**src/rtl/snake_if.sv**
```systemverilog
// Button/heading bundle between the input panel and the snake direction register.
// Ports: up/down/left/right async button levels in, direction 2-bit heading out.
interface snake_if;
   logic       up;
   logic       down;
   logic       left;
   logic       right;
   logic [1:0] direction;

   modport master (
      output up,
      output down,
      output left,
      output right,
      input  direction
   );

   modport slave (
      input  up,
      input  down,
      input  left,
      input  right,
      output direction
   );
endinterface

```
**src/rtl/snake_control.sv**
```systemverilog
// Snake heading register: sync, optional debounce, edge detect, reversal reject.
// Ports: clk, reset (async active-low), sif.slave (buttons in, direction out).
module snake_control #(
   parameter int         SYNC_STAGES     = 2,
   parameter int         DEBOUNCE_CYCLES = 0,
   parameter logic [1:0] RESET_DIR       = 2'b00
) (
   input  logic   clk,
   input  logic   reset,
   snake_if.slave sif
);

   // Presses are masked until the input path has flushed after reset,
   // so a button held through reset release never counts as a press.
   localparam int WARM = SYNC_STAGES + DEBOUNCE_CYCLES + 1;
   localparam int WW   = $clog2(WARM + 1);

   logic [3:0]    w_btn;
   logic [3:0]    r_sync [SYNC_STAGES];
   logic [3:0]    w_lvl;
   logic [3:0]    r_prev;
   logic [3:0]    r_press;
   logic [WW-1:0] r_warm;
   logic          w_ready;
   logic [1:0]    r_dir;
   logic [1:0]    w_next;

   // bit 0 up, 1 down, 2 left, 3 right
   assign w_btn = {sif.right, sif.left, sif.down, sif.up};

   always_ff @(posedge clk or negedge reset) begin
      if (!reset) begin
         for (int i = 0; i < SYNC_STAGES; i++)
            r_sync[i] <= '0;
      end else begin
         r_sync[0] <= w_btn;
         for (int i = 1; i < SYNC_STAGES; i++)
            r_sync[i] <= r_sync[i-1];
      end
   end

   generate
      if (DEBOUNCE_CYCLES > 0) begin : g_db
         localparam int CW = $clog2(DEBOUNCE_CYCLES + 1);
         logic [3:0]    r_lvl;
         logic [CW-1:0] r_cnt [4];

         // Counter runs only while the synced level disagrees
         // with the accepted level; any agreement reloads it.
         always_ff @(posedge clk or negedge reset) begin
            if (!reset) begin
               r_lvl <= '0;
               for (int b = 0; b < 4; b++)
                  r_cnt[b] <= '0;
            end else begin
               for (int b = 0; b < 4; b++) begin
                  if (r_sync[SYNC_STAGES-1][b] != r_lvl[b]) begin
                     if (r_cnt[b] == CW'(DEBOUNCE_CYCLES - 1)) begin
                        r_lvl[b] <= r_sync[SYNC_STAGES-1][b];
                        r_cnt[b] <= '0;
                     end else begin
                        r_cnt[b] <= r_cnt[b] + 1'b1;
                     end
                  end else begin
                     r_cnt[b] <= '0;
                  end
               end
            end
         end

         assign w_lvl = r_lvl;
      end else begin : g_nodb
         assign w_lvl = r_sync[SYNC_STAGES-1];
      end
   endgenerate

   assign w_ready = (r_warm == WW'(WARM));

   always_ff @(posedge clk or negedge reset) begin
      if (!reset) begin
         r_warm  <= '0;
         r_prev  <= '0;
         r_press <= '0;
      end else begin
         if (!w_ready)
            r_warm <= r_warm + 1'b1;
         r_prev  <= w_lvl;
         r_press <= w_ready ? (w_lvl & ~r_prev) : 4'b0000;
      end
   end

   // Reversals are judged against the registered heading only;
   // first valid press in up/down/left/right order wins.
   always_comb begin
      w_next = r_dir;
      if (r_press[0] && r_dir != 2'b01)
         w_next = 2'b00;
      else if (r_press[1] && r_dir != 2'b00)
         w_next = 2'b01;
      else if (r_press[2] && r_dir != 2'b11)
         w_next = 2'b10;
      else if (r_press[3] && r_dir != 2'b10)
         w_next = 2'b11;
   end

   always_ff @(posedge clk or negedge reset) begin
      if (!reset)
         r_dir <= RESET_DIR;
      else
         r_dir <= w_next;
   end

   assign sif.direction = r_dir;

endmodule

```
**src/flat_wrapper.sv**
```systemverilog
// flat-port wrapper written by rule: the top's interface ports become plain ports
module snake_control_flat 
#(
   parameter int         SYNC_STAGES     = 2,
   parameter int         DEBOUNCE_CYCLES = 0,
   parameter logic [1:0] RESET_DIR       = 2'b00
)
  (clk, reset, sif_up, sif_down, sif_left, sif_right, sif_direction);
  snake_if sif_i ();
  input  logic clk;
  input  logic reset;
  input wire logic [$bits(sif_i.up)-1:0] sif_up;
  input wire logic [$bits(sif_i.down)-1:0] sif_down;
  input wire logic [$bits(sif_i.left)-1:0] sif_left;
  input wire logic [$bits(sif_i.right)-1:0] sif_right;
  output wire logic [$bits(sif_i.direction)-1:0] sif_direction;
  assign sif_i.up = sif_up;
  assign sif_i.down = sif_down;
  assign sif_i.left = sif_left;
  assign sif_i.right = sif_right;
  assign sif_direction = sif_i.direction;
  snake_control #(.SYNC_STAGES(SYNC_STAGES), .DEBOUNCE_CYCLES(DEBOUNCE_CYCLES), .RESET_DIR(RESET_DIR)) u_core (.clk(clk), .reset(reset), .sif(sif_i));
endmodule
```
**config.mk**
```make
export PLATFORM = sky130hd
export DESIGN_NAME = snake_control_flat
export DESIGN_NICKNAME = d
export VERILOG_FILES = /design/src/rtl/snake_if.sv /design/src/rtl/snake_control.sv /design/src/flat_wrapper.sv
export SDC_FILE = /design/constraint.sdc
export NUM_CORES = 1
export LEC_CHECK = 0
export BUFFER_PORTS_ARGS = -buffer_cell sky130_fd_sc_hd__buf_2
export CORE_MARGIN = 4
export CORE_UTILIZATION = 45
export DETAILED_ROUTE_END_ITERATION = 7
export HOLD_SLACK_MARGIN = 0.03
export PLACE_DENSITY_LB_ADDON = 0.15
export SETUP_SLACK_MARGIN = 0.2
export SYNTH_ARGS = -nofsm -noshare
export SYNTH_HDL_FRONTEND = slang
export SYNTH_SLANG_ARGS = --single-unit
export TNS_END_PERCENT = 1
```
**constraint.sdc**
```tcl
create_clock -name clk -period 1.7 [get_ports clk]
set_input_delay 0.085 -clock clk [delete_from_list [all_inputs] [get_ports clk]]
set_output_delay 0.085 -clock clk [all_outputs]
set_load 0.02 [all_outputs]
```
==> results.py <==
metrics = {
    "finish": {
        "fin_nets": 62,
        "layout_common_cells": "dfrtp_1, buf_2, dlygate4sd3_1",
        "multi_input_area_um2": 120.1,
        "syn2layout_area_growth_pct": 22.31,
        "drive_above_1_share_pct": 22.22,
        "fill_cells": 110,
        "diodes": 0,
        "seq_area_um2": 500.5,
        "finish.utilization_pct": 59.04,
        "mostFrequentLayoutCell": "dfrtp_1",
        "finalNonFillerCells": 69,
    },
    "routing": {
        "ant_nets": 0,
        "dr.pass1.iters": 2,
        "wirelength_um": 833,
        "wl_per_cell_um": 12.07,
        "drcViolationCount": 0,
        "vias": 342,
        "drt_iter0_drc": 4,
        "via_per_inst": 4.957,
    },
    "worst_setup_path": {
        "crit_arrival_ps": 1300,
        "reg2reg_slack_ps": 580,
        "crit_family": "flip-flops",
        "path_cells": "ha_1, mux2_2",
        "required_ps": 1880,
        "r2r-start": "u_core.r_warm[0]",
        "crit_type": "flip-flop to flip-flop",
        "r2r_cells": 2,
        "critPathBufInv": 0,
        "cpMaxStageDelayCell": "dfrtp_1",
        "worst_setup_path_start_kind": "flip-flop",
        "cp_max_fo": 6,
        "rr_endpoint": "u_core.r_warm[1]",
        "slowest_delay_ps": 390,
        "crit_cells": 2,
        "critPathCaptureType": "flip-flop",
    },
    "logic_synthesis": {
        "synthSimpleGateAreaFrac_pct": 6.773,
        "synth_cells": 38,
        "synth_mux_area_share_pct": 3.386,
        "ys_types": 12,
        "synth_top_family_by_area": "simple AND/OR/NAND/NOR gates",
        "synth_area_per_cell_um2": 16.53,
        "ys_seq_area_share_pct": 79.68,
        "syn_nets": 45,
        "synthAdderAreaFrac_pct": 1.992,
        "ys_ff_latch": 20,
        "synth_compound_area_share_pct": 5.578,
        "synth-warning-count": 0,
        "netlist_area_um2": 628.1,
        "synth-xor-area-share_pct": 1.394,
    },
    "sta": {
        "setup_violations": 0,
        "finalSetupTns_ps": 0,
        "fmax_ghz": 0.8966,
        "slew_viol_final": 0,
        "tightestPinTransition_ps": 404.6,
        "period_share_pct": 65.61,
        "hold_ws_ps": 237.5,
        "period_minus_slack_ps": 1115,
        "rsz0062_at_grt": "false",
        "skew_ps": 4.823,
        "hold_viol_final": 0,
        "slew_headroom_pct": 73.03,
    },
    "floorplan": {
        "die_area_mm2": 0.002058,
        "die_w_um": 45.36,
        "die_h_um": 45.36,
        "rows": 13,
        "core_mm2": 0.001301,
        "ioPinCount": 8,
        "initial_core_util_pct": 48.27,
    },
    "global_route": {
        "antenna_found_initial": 0,
        "grt_overflow": 0,
        "grt_max_degree": 21,
        "grt_pass1_wl_mm": 1.552,
        "grt_pass1_vias": 395,
        "track_usage_pct": 11.18,
    },
    "clocking": {
        "cts_buffer_depth": 2,
        "cts_buffers": 3,
        "cts.sinks": 20,
        "clkLatencyLatePin_ps": 290,
        "clk_pin_slew_ps": 110,
        "root_buffer": "clkbuf_4",
        "ctsHtreeMaxLevel": 1,
        "cts_tree": "done",
    },
    "worst_hold_path": {
        "holdCritPathClass": "primary input to asynchronous set/reset pin",
    },
    "placement": {
        "hpwl_um": 592.5,
        "place_congestion": 0.7677,
        "placement.io_buffers": 7,
        "dp_cells": 60,
    },
    "power_and_ir_drop": {
        "powerDensity_mw_per_mm2": 1203,
        "max-vdd-ir-drop_mv": 0.5461,
        "total_power_uw": 924.1,
        "power.static_leakage_uw": 0.0003636,
    },
    "outcome": {
        "status": "completed",
    },
    "flow_run": {
        "drv_cap": 0,
    },
}
-- worst reg2reg max path, cell delays in order, from the launching register on --
cell     delay, ps
dfrtp_1        390
ha_1           270
mux2_2         350
-- area by class of cell --
cell class                      count  area share [%]
Multi-Input combinational cell     16           15.64
Clock buffer                        4           4.723
Inverter                            2          0.9772
Sequential cell                    20           65.15
Timing Repair Buffer               12           11.07
Tap cell                           15           2.443
-- cells in the mapped netlist --
library cell  number  area share [%]
dfrtp_1           20              80
o31a_1             1             1.4
and3b_1            4             5.6
nand2_1            1            0.60
inv_1              2             1.2
mux2_2             1             1.8
mux2i_1            1             1.6
o22ai_1            1             1.0
xnor2_1            1             1.4
o21ai_0            4             3.2
nor2_1             1            0.60
ha_1               1             2.0
-- metrics by stage --
stage	area (µm²)	setup WS, ps
3_5_place_dp	681.9	594.3
5_1_grt	768.2	507.2
3_3_place_gp	681.9	641.4
2_1_floorplan	628.1	672.0
6_report	768.2	584.7
4_1_cts	768.2	573.8
-- worst max-delay path by stage --
stage,startpoint,endpoint,slack (ps)
finish,u_core.r_warm[0],u_core.r_warm[1],580
global route,u_core.r_warm[0],u_core.r_warm[1],510
detailed placement,u_core.r_warm[0],u_core.r_warm[1],590
global placement,u_core.r_warm[0],u_core.r_warm[1],640
floorplan,u_core.r_warm[0],u_core.r_warm[1],670
CTS,u_core.r_warm[0],u_core.r_warm[1],570
-- per-layer routing --
metal	vias up	global-route usage, %	part of all wire (%)
met1	170	12.40	43
met5	-	0	0
met2	10	16.10	49
li1	160	-	-
met4	0	13.45	2.5
met3	2	2.390	4.8
-- report_power, final --
part           total (µW)  internal [µW]  switching (µW)
clock                 263            130             132
combinational         116           53.0            63.2
sequential            545            514            30.8
-- flip-flops by register name, summed over array words and instances (netlist names) --
register,flops
u_core.r_press,4
u_core.r_prev,4
u_core.r_sync,4
u_core.w_lvl,4
u_core.r_warm,2
u_core.sif.direction,2
-- repair_timing --
item | in CTS | in global routing
endpoints found under the setup margin | 0 | 0
hold buffers | 5 | 0
setup buffers | 0 | 0
gates resized for setup | 0 | 0
endpoints found under the hold margin | 24 | 0
-- cell families after synthesis --
| family | count (synthesis) |
|---|---|
| buf+inv | 2 |
| flops | 20 |
| xor+xnor | 1 |
| mux | 2 |
| simple gates | 6 |
| compound gates | 6 |
| fa+ha+maj | 1 |
Note: power is estimated with default switching activity, not from simulation.
